`src/rtl/dram_tx_streamer_pkg.sv`:
```
// Shared constants for the DRAM-to-UART byte streamer.
package dram_tx_streamer_pkg;

  localparam int unsigned DEF_ADDR_WIDTH   = 16;
  localparam int unsigned DEF_READ_LATENCY = 1;
  localparam int unsigned DEF_TX_TIMEOUT   = 1024;

  localparam int unsigned STATE_W = 3;
  localparam int unsigned LAT_W   = 3;

  // FSM state encodings
  localparam logic [STATE_W-1:0] ST_IDLE    = 3'd0;
  localparam logic [STATE_W-1:0] ST_FETCH   = 3'd1;
  localparam logic [STATE_W-1:0] ST_WAIT_RD = 3'd2;
  localparam logic [STATE_W-1:0] ST_SEND    = 3'd3;
  localparam logic [STATE_W-1:0] ST_WAIT_TX = 3'd4;
  localparam logic [STATE_W-1:0] ST_DONE    = 3'd5;

  // Bits needed to hold any value in 0..max_val
  function automatic int unsigned cnt_width(input int unsigned max_val);
    return (max_val < 2) ? 1 : $clog2(max_val + 1);
  endfunction

endpackage

```
`src/rtl/dram_tx_streamer_tx_done_edge.sv`:
```
// Rising-edge detector for the transmitter's sticky done level.
module tx_done_edge (
  input  logic clk,
  input  logic rstn,
  input  logic tx_done,
  output logic done_edge_c
);

  logic tx_done_q;

  // Previous-cycle copy of tx_done
  always_ff @(posedge clk) begin
    if (!rstn) tx_done_q <= 1'b0;
    else       tx_done_q <= tx_done;
  end

  assign done_edge_c = tx_done & ~tx_done_q;

endmodule

```
`src/rtl/dram_tx_streamer.sv`:
```
// Reads a block of bytes from DRAM and feeds them one at a time to the UART transmitter.
module dram_tx_streamer
  import dram_tx_streamer_pkg::*;
#(
  parameter int unsigned ADDR_WIDTH   = DEF_ADDR_WIDTH,
  parameter int unsigned READ_LATENCY = DEF_READ_LATENCY,
  parameter int unsigned TX_TIMEOUT   = DEF_TX_TIMEOUT
) (
  input  logic                  clk,
  input  logic                  rstn,
  input  logic                  start,
  input  logic [ADDR_WIDTH-1:0] base_addr,
  input  logic [ADDR_WIDTH-1:0] byte_count,
  output logic                  mem_rd_en,
  output logic [ADDR_WIDTH-1:0] mem_addr,
  input  logic [7:0]            mem_rdata,
  output logic                  tx_start,
  output logic [7:0]            tx_data_byte,
  input  logic                  tx_done,
  output logic                  busy,
  output logic                  done,
  output logic                  error,
  output logic [ADDR_WIDTH-1:0] bytes_sent
);

  localparam int unsigned TO_W = cnt_width(TX_TIMEOUT);

  logic [STATE_W-1:0]    state_q, state_d;
  logic [ADDR_WIDTH-1:0] remaining_q, remaining_d;
  logic [LAT_W-1:0]      lat_q, lat_d;
  logic [TO_W-1:0]       to_q, to_d, to_inc;
  logic [ADDR_WIDTH-1:0] mem_addr_d, bytes_sent_d;
  logic [7:0]            tx_data_byte_d;
  logic                  mem_rd_en_d, tx_start_d, busy_d, done_d, error_d;
  logic                  done_edge_c;

  tx_done_edge u_tx_done_edge (
    .clk         (clk),
    .rstn        (rstn),
    .tx_done     (tx_done),
    .done_edge_c (done_edge_c)
  );

  // Next-state and next-output decode
  always_comb begin
    state_d        = state_q;
    remaining_d    = remaining_q;
    lat_d          = lat_q;
    to_d           = to_q;
    to_inc         = to_q + TO_W'(1);
    mem_addr_d     = mem_addr;
    tx_data_byte_d = tx_data_byte;
    bytes_sent_d   = bytes_sent;
    busy_d         = busy;
    error_d        = error;

    case (state_q)
      ST_IDLE: begin
        if (start) begin
          mem_addr_d   = base_addr;
          remaining_d  = byte_count;
          bytes_sent_d = '0;
          error_d      = 1'b0;
          busy_d       = 1'b1;
          state_d      = (byte_count == '0) ? ST_DONE : ST_FETCH;
        end
      end
      ST_FETCH: begin
        lat_d   = LAT_W'(READ_LATENCY);
        state_d = ST_WAIT_RD;
      end
      ST_WAIT_RD: begin
        if (lat_q == '0) begin
          tx_data_byte_d = mem_rdata;
          state_d        = ST_SEND;
        end else begin
          lat_d = lat_q - LAT_W'(1);
        end
      end
      ST_SEND: begin
        to_d    = '0;
        state_d = ST_WAIT_TX;
      end
      ST_WAIT_TX: begin
        to_d = to_inc;
        // A real completion wins over a timeout landing in the same cycle
        if (done_edge_c) begin
          bytes_sent_d = bytes_sent + ADDR_WIDTH'(1);
          mem_addr_d   = mem_addr + ADDR_WIDTH'(1);
          remaining_d  = remaining_q - ADDR_WIDTH'(1);
          state_d      = (remaining_q == ADDR_WIDTH'(1)) ? ST_DONE : ST_FETCH;
        end else if (to_inc == TO_W'(TX_TIMEOUT - 1)) begin
          error_d = 1'b1;
          state_d = ST_DONE;
        end
      end
      ST_DONE: begin
        busy_d  = 1'b0;
        state_d = ST_IDLE;
      end
      default: state_d = ST_IDLE;
    endcase

    // Strobes are high for the single cycle spent in their state
    mem_rd_en_d = (state_d == ST_FETCH);
    tx_start_d  = (state_d == ST_SEND);
    done_d      = (state_q == ST_DONE);
  end

  // State and output registers
  always_ff @(posedge clk) begin
    if (!rstn) begin
      state_q      <= ST_IDLE;
      remaining_q  <= '0;
      lat_q        <= '0;
      to_q         <= '0;
      mem_rd_en    <= 1'b0;
      mem_addr     <= '0;
      tx_start     <= 1'b0;
      tx_data_byte <= '0;
      busy         <= 1'b0;
      done         <= 1'b0;
      error        <= 1'b0;
      bytes_sent   <= '0;
    end else begin
      state_q      <= state_d;
      remaining_q  <= remaining_d;
      lat_q        <= lat_d;
      to_q         <= to_d;
      mem_rd_en    <= mem_rd_en_d;
      mem_addr     <= mem_addr_d;
      tx_start     <= tx_start_d;
      tx_data_byte <= tx_data_byte_d;
      busy         <= busy_d;
      done         <= done_d;
      error        <= error_d;
      bytes_sent   <= bytes_sent_d;
    end
  end

endmodule

```
`config.mk`:
```
export PLATFORM = sky130hd
export DESIGN_NAME = dram_tx_streamer
export DESIGN_NICKNAME = d
export VERILOG_FILES = /design/src/rtl/dram_tx_streamer_pkg.sv /design/src/rtl/dram_tx_streamer_tx_done_edge.sv /design/src/rtl/dram_tx_streamer.sv
export SDC_FILE = /design/constraint.sdc
export NUM_CORES = 1
export LEC_CHECK = 0
export CAP_MARGIN = 40
export CORE_ASPECT_RATIO = 1.75
export CORE_MARGIN = 3
export CORE_UTILIZATION = 51
export DETAILED_ROUTE_END_ITERATION = 10
export PLACE_DENSITY_LB_ADDON = 0.3
export RECOVER_POWER = 50
export SLEW_MARGIN = 15
export SYNTH_ARGS = -nofsm -noshare
export SYNTH_HDL_FRONTEND = slang
export SYNTH_SLANG_ARGS = --single-unit
```
`constraint.sdc`:
```
create_clock -name clk -period 2.33 [get_ports clk]
set_input_delay 0.699 -clock clk [delete_from_list [all_inputs] [get_ports clk]]
set_output_delay 0.699 -clock clk [all_outputs]
set_load 0.01 [all_outputs]
```
After elaboration in Yosys (flattened, before gate mapping)

Index checks and enable logic that the tools add are counted.

Add/sub/neg operators: 5
Eq/ne operators: 14
Muxes and demuxes: 25
Bitwise logic cells: 2
Reductions and logical operators: 12

Operators with widths:

| kind                  | count |
|---|---|
| $mux 16               | 6 |
| $pmux 16 s2           | 3 |
| $add 16x1->16 const B | 2 |
| $pmux 11 s2           | 1 |
| $mux 3                | 7 |
| $eq 16x1->1 const B   | 1 |
| $logic_not 16->1      | 1 |
| $sub 16x1->16 const B | 1 |
| $pmux 3 s5            | 1 |
| $add 11x1->11 const B | 1 |
| $eq 11x10->1 const B  | 1 |
| $ne 2x2->1 const B    | 5 |
| $eq 3x2->1 const B    | 3 |
| $reduce_bool 2->1     | 4 |
| $eq 3x1->1 const B    | 2 |
| $eq 3x3->1 const B    | 2 |
| $logic_not 3->1       | 2 |
| $pmux 3 s2            | 1 |
| $reduce_and 2->1      | 3 |
| $mux 1                | 4 |
| $pmux 1 s2            | 2 |
| $reduce_and 4->1      | 1 |
| $reduce_and 3->1      | 1 |
| $sub 3x1->3 const B   | 1 |
| other kinds (2)       | 2 |

Bits in registers: 79
Input bits: 44
Output and inout bits: 45
Logic and storage cells: 71

Longest topological paths before layout

Gate-level depths: netlist (run 1).

Word-level depth: 6
Depth in mapped cells: 8
Gate-level depth less buffers: 7

Cells and area by module

Synthesis (run 1) repeated with hierarchy kept, for this count alone.

Cell total of the unflattened synthesis: 545
Area total of the unflattened synthesis: 4,197.8 sq um

By module, submodules not included:

| module           | times used | cells an instance | area an instance (sq um) | sequential area each (sq um) |
|---|---|---|---|---|
| dram_tx_streamer | 1          | 542               | 4,157.7                  | 1,561.5 |
| tx_done_edge     | 1          | 3                 | 40.0                     | 20.0 |

Least setup slack after synthesis (run 1)

OpenSTA, ideal clock, no wires.

Path kind: register to register
From: register remaining_q[5]
To: register remaining_q[13]
Setup time: 0.074 ns
Data arrival time: 1.877 ns
Required time: 2.256 ns
Slack: 0.379 ns
Cell stages (with the launch flop): 6
Path buffers: 0
Clock period less this slack: 1.951 ns
Cells stage by stage: dfxtp_1 -> or4_4 -> or3_4 -> nor4_4 -> mux2_4 -> a31oi_1

Cells in the longest elaborated chain, start to end: 3

RTL lines:

| what                   | RTL line                | RTL |
|---|---|---|
| start, declared        | dram_tx_streamer.sv:29  | `logic [ADDR_WIDTH-1:0] remaining_q, remaining_d;` |
| start signal, assigned | dram_tx_streamer.sv:127 | `remaining_q <= remaining_d;` |
| $sub 16x1->16          | dram_tx_streamer.sv:90  | `remaining_d = remaining_q - ADDR_WIDTH'(1);` |
| $mux 16                | dram_tx_streamer.sv:87  | `if (done_edge_c) begin` |
| $pmux 16 s2            | dram_tx_streamer.sv:57  | `case (state_q)` |

No other way between the ends. The select of a mux whose other input is x is not followed.
A chain may end at the register's enable or synchronous reset.

Worst setup path in the final report (run 1)

From: register remaining_q[0]
To: register remaining_q[14]

Same word-level chain as after synthesis.

==> out/results.ini, run 1 <==
[outcome]
run_status = complete, no violations

[placed_design]
gp_congestion = 0.874
dp.final_hpwl_microns = 8250
dpl_worst_slack_ns = -0.0542
io_buffers = 88

[timing]
setup_viol = 0
timing.hold.ws_ns = 0.475
slew_headroom_pct = 40.5
hold_viol_final = 0
rsz0062_at_grt = false
drv_slew = 0
setup_ws_ns = 0.177
fmax_mhz = 465
period_needed_ns = 2.15
worst_pin_slew_ns = 0.893
fin_crit_sh_pct = 92.4
fin_tns_setup_ns = 0
fin_skew_ns = 0.00734

[synthesis]
synth_cell_type_count = 61
syn_inst = 555
synth_area_leader_cell = dfxtp_1
syn-cell-area_sq_mm = 0.00425
synth-edff-count = 0
synth_area_leaders = dfxtp_1 (37%), a21oi_1 (6.8%), o21ai_0 (6.0%)
syn_avg_cell_area_sq_um = 7.65
synth_nets = 607
synth_top_area_share_pct = 37.2
yosys_warnings = 0
synth_ff_type = dfxtp_1
ys_seq_area_share_pct = 37.2
synthArstFlopShare_pct = 0
yosys_register_bits = 79

[clocking]
cts_setup_buffers = 0
clk_pin_slew_ns = 0.06
cts_buffer_depth = 2
hold_buffers = 0
cts_tree = yes
post_cts_resized = 0
clk_latency_ns = 0.34
cts_root_buffer = clkbuf_16
clock_sinks = 79
cts_buffers = 9
cts_max_level = 3

[pwr]
swShare_pct = 29.1
p_comb_share_pct = 23.6
power_frac_seq_pct = 39.0
p_total_mw = 4.06
p_leak_nw = 2.14
p_per_area_mw_per_mm2 = 721
vdd_drop_max_v = 0.000533
power_frac_clock_pct = 37.4
p_int_mw = 2.88
power.switching_mw = 1.18

[worst_setup_path]
worstPathMaxFanout = 6
slowest_delay_ns = 0.57
cpMaxStageDelayCell = or4b_1
crit_path_end_kind = register
path_class = reg -> reg
cp.required_ns = 2.60
startpoint_type = register
crit_chain = inv_1 > ha_1 > or4b_1 > nor3_1 > and3_1 > a21oi_1 > o21ai_0
arrival_ns = 2.42

[worst_hold_path]
min_path_type = reg -> reg

[routing]
drc = 0
vias_per_cell = 6.07
drt_first_pass_iters = 8
antenna_left = 0
wl_microns = 11700
drt-initial-drc-count = 233
num_vias = 4476
routedWlPerCell_microns = 15.8

[die]
die_area_sq_mm = 0.00950
die_w_microns = 75.0
rows = 43
die_y_microns = 127
core_area_sq_mm = 0.00802
initial_core_util_pct = 53.0
ios = 89

[global_route]
grt_max_degree = 46
antenna_found_initial = 0
gr-total-overflow = 0
grt_use_total_pct = 25.3
grt_pass1_wl_microns = 19300
first_global_vias = 4345

[final_layout]
diodes = 0
syn_to_final_growth_pct = 32.6
fin_util_pct = 70.3
fin_nets = 695
layout_commonest_cell = dfxtp_1
multiInputGateArea_sq_mm = 0.00248
nFillCells = 668
drive_above_1_share_pct = 8.64
final_cell_mix = dfxtp_1 (79), nor2_1 (67), a21oi_1 (58)
seqCellArea_sq_mm = 0.00158

[job]
drv_cap = 0

-- critical path: cells and delay by family (launching register included) --
| family | cells | cell delay, ns |
|---|---|---|
| AOI/OAI and AO/OA | 2 | 0.21 |
| and+or+nand+nor | 3 | 1.17 |
| adders and majority gates | 1 | 0.27 |
| buffers and inverters | 1 | 0.09 |
| DFF | 1 | 0.34 |
-- cells in the mapped netlist (9+ instances only) --
library cell  instances
or3_1                 9
nand3_1              23
nand4_1              12
nor4_1               11
o21ai_0              51
a21oi_1              58
nor2_1               67
inv_1                11
nand2_1              50
nor3_1               16
clkbuf_1             29
dfxtp_1              79
-- worst paths after layout --
kind                        start         endpoint  slack [ns]  depth (start not counted)
setup / recovery   remaining_q[0]  remaining_q[14]        0.18                          7
hold / removal    tx_data_byte[2]  tx_data_byte[2]        0.47                          2
setup reg to reg   remaining_q[0]  remaining_q[14]        0.18                          7
hold reg to reg   tx_data_byte[2]  tx_data_byte[2]        0.47                          2
-- metrics by stage --
step                      cell area, sq um  instances
after floorplan                       4250        555
after global placement                5320        722
after detailed placement              5320        722
after CTS                             5640        738
after global routing                  5630        738
final                                 5630        738
-- metal layers --
| metal | vias up | track usage [%] | wire length, microns |
|---|---|---|---|
| li1 | 2191 | - | - |
| met1 | 2094 | 29.4 | 4550 |
| met2 | 159 | 43.0 | 6150 |
| met3 | 32 | 5.15 | 637 |
| met4 | 0 | 11.5 | 326 |
| met5 | - | 0 | 0 |
-- final cells by class --
type                    instances  share of cell area (%)
well taps                      90                    2.00
clock buffers                  11                    4.31
multi-input cells             426                    44.0
repair buffers                115                    19.4
inverters                      12                   0.800
flip-flops and latches         79                    28.1
clock inverters                 5                    1.44
-- power groups by stage --
stage / Clock (mW) / Sequential, mW / Combinational (mW)
finish: 1.52 / 1.58 / 0.958
global route: 1.59 / 1.60 / 1.06
CTS: 1.54 / 1.58 / 0.974
detailed placement: 0 / 1.61 / 0.966
global placement: 0 / 1.60 / 0.938
floorplan: 0 / 1.62 / 0.545
-- cell families (layout without fill, tap and decap cells) --
kind of cell | count (synthesis) | after routing | synth area share, %
xor+xnor | 13 | 13 | 2.68
compound gates | 171 | 171 | 24.8
mux | 3 | 3 | 0.825
flops | 79 | 79 | 37.2
simple gates | 231 | 231 | 27.5
fa+ha+maj | 8 | 8 | 2.36
buf+inv | 50 | 143 | 4.65
-- state kept, by name, summed over array words and instances (netlist names), 3 cells and up --
register and flops:
to_q 11, tx_data_byte 8, lat_q 3, state_q 3, remaining_q 16, bytes_sent 16, mem_addr 16
Power figures use the tool's default switching activity.
==> run 2: changes to the inputs <==
Settings changed: SETUP_SLACK_MARGIN set to 0.1.
==> results of run 2 <==
Same layout as run 1 (identical final DEF). Status: complete, no violations.
==> run 3: changes to the inputs <==
Settings changed: CORE_ASPECT_RATIO 1.75 to 0.75.
==> run 3 against run 2 <==
Effect of this change:
- clock-buffer cell count grew 2
- combinational power fell by 0.8%
- non-clock buffer count fell by 4
- core utilization down 1.4 points
- worst setup slack got worse by 0.042 ns
- highest routed layer unchanged
- clock skew is 0.0059 ns higher
- largest power group unchanged
==> out/results.ini, run 3 (same netlist as run 1, synthesis figures left out) <==
[pwr]
p_leak_nw = 2.05  ; -4.2%
p_per_area_mw_per_mm2 = 639  ; -11%
vdd_drop_max_v = 0.000560  ; +5.1%

[global_route]
grt_pass1_wl_microns = 19200  ; -0.79%
grt_use_total_pct = 24.1  ; -1.1 points
antenna_found_initial = 0  ; unchanged
first_global_vias = 4117  ; -5.2%
gr-total-overflow = 0  ; unchanged
grt_max_degree = 46  ; unchanged

[clocking]
clk_pin_slew_ns = 0.08  ; +0.02 ns
hold_buffers = 0  ; unchanged
cts_setup_buffers = 0  ; unchanged
cts_buffers = 9  ; unchanged
cts_buffer_depth = 2  ; unchanged
clock_sinks = 79  ; unchanged
cts_max_level = 3  ; unchanged
cts_tree = yes
clk_latency_ns = 0.35  ; about the same
cts_root_buffer = clkbuf_8

[timing]
period_needed_ns = 2.19  ; +0.0421 ns
drv_slew = 0  ; unchanged
timing.hold.ws_ns = 0.480  ; +0.00518 ns
slew_headroom_pct = 41.9  ; +1.4 points
setup_viol = 0  ; unchanged
worst_pin_slew_ns = 0.872  ; -0.0213 ns
fin_skew_ns = 0.0132  ; +0.00591 ns
fmax_mhz = 456  ; -1.9%
hold_viol_final = 0  ; unchanged
fin_crit_sh_pct = 94.2  ; +1.8 points
rsz0062_at_grt = true

[worst_setup_path]
crit_path_end_kind = register
cp.required_ns = 2.60  ; about the same
arrival_ns = 2.46  ; +0.04 ns
worstPathMaxFanout = 7  ; +1
startpoint_type = register
path_class = reg -> reg

[routing]
drt-initial-drc-count = 339  ; +45%
drt_first_pass_iters = 5  ; -3
drc = 0  ; unchanged
antenna_left = 0  ; unchanged
vias_per_cell = 6.01  ; -0.94%
routedWlPerCell_microns = 15.8  ; -0.34%
num_vias = 4488  ; +0.27%
wl_microns = 11800  ; +0.87%

[die]
core_area_sq_mm = 0.00799  ; -0.36%
die_area_sq_mm = 0.00947  ; -0.34%
rows = 28  ; -35%
ios = 89  ; unchanged
initial_core_util_pct = 53.2  ; +0.19 points
die_w_microns = 111  ; +49%
die_y_microns = 85.0  ; -33%

[final_layout]
drive_above_1_share_pct = 7.48  ; -1.2 points
syn_to_final_growth_pct = 29.5
layout_commonest_cell = dfxtp_1
diodes = 0  ; unchanged
fin_nets = 691  ; -0.58%
final_cell_area_sq_mm = 0.00550  ; -2.3%
final_cell_mix = dfxtp_1 (79), nor2_1 (67), clkdlybuf4s50_1 (61)
reg_top3 = bytes_sent x16, mem_addr x16, remaining_q x16

[placed_design]
placed_area_sq_mm = 0.00533  ; +0.26%
io_buffers = 88  ; unchanged
gp_congestion = 0.846  ; -3.2%
dp.final_hpwl_microns = 8220  ; -0.31%

[worst_hold_path]
min_path_type = reg -> reg

[outcome]
run_status = complete, no violations

[job]
drv_cap = 0  ; unchanged

[run 3: cell types whose count changed in the layout (fill, tap and decap cells not counted), sizes merged]
| cell | change |
|---|---|
| buf | -4 |
| bufinv | -1 |
| dlygate4sd3 | -4 |
| clkinvlp | -1 |
| clkinv | -2 |
| clkbuf | +2 |
| clkdlybuf4s50 | +4 |
[run 3: worst max-delay path: stages (launching register included)]
cell and delay [ns]:
dfxtp_1 0.38, or4_1 0.62, or3_4 0.38, nor4_4 0.24, mux2_4 0.33, a31oi_1 0.15
[run 3: metrics by stage]
stage / power (mW) / instances / setup WS (ns) / TNS [ns] / util (%)
floorplan: 2.16 / 555 / 0.379 / 0 / -
global placement: 2.53 / 733 / -0.0492 / -0.0885 / 66.7
detailed placement: 2.57 / 733 / -0.165 / -1.15 / 66.7
CTS: 3.53 / 747 / 0.175 / 0 / 69.0
global route: 3.70 / 747 / 0.0637 / 0 / 68.9
finish: 3.52 / 747 / 0.135 / 0 / 68.9
[run 3: report_power, final]
part / switching (mW) / internal (mW)
registers: 0.120 / 1.47
logic: 0.514 / 0.436
clock network: 0.464 / 0.515
[run 3: routing by layer]
metal  up-vias  share of wire, %  GRT usage (%)
li1       2191                 -              -
met1      2132                45           32.6
met2       152                47           38.5
met3        13               6.0           5.92
met4         0               1.2           7.40
met5         -                 0              0
[run 3: area by class of cell]
class                           count  area [sq um]
Fill cell                         675          2490
Multi-Input combinational cell    426          2480
Sequential cell                    79          1580
Timing Repair Buffer              111          1080
Clock buffer                       13           149
Tap cell                          105           131
Inverter                           12          45.0
Clock inverter                      1          30.0
[run 3: final timing paths]
kind                    from  cells after the start         endpoint  slack, ns
max           remaining_q[5]                      5  remaining_q[13]       0.14
max reg2reg   remaining_q[5]                      5  remaining_q[13]       0.14
min reg2reg  tx_data_byte[6]                      2  tx_data_byte[6]       0.48
min          tx_data_byte[6]                      2  tx_data_byte[6]       0.48
[run 3: timing repair]
item	in CTS	in global routing
gates resized for setup	0	1
endpoints found under the hold margin	0	0
setup endpoints to repair	0	4
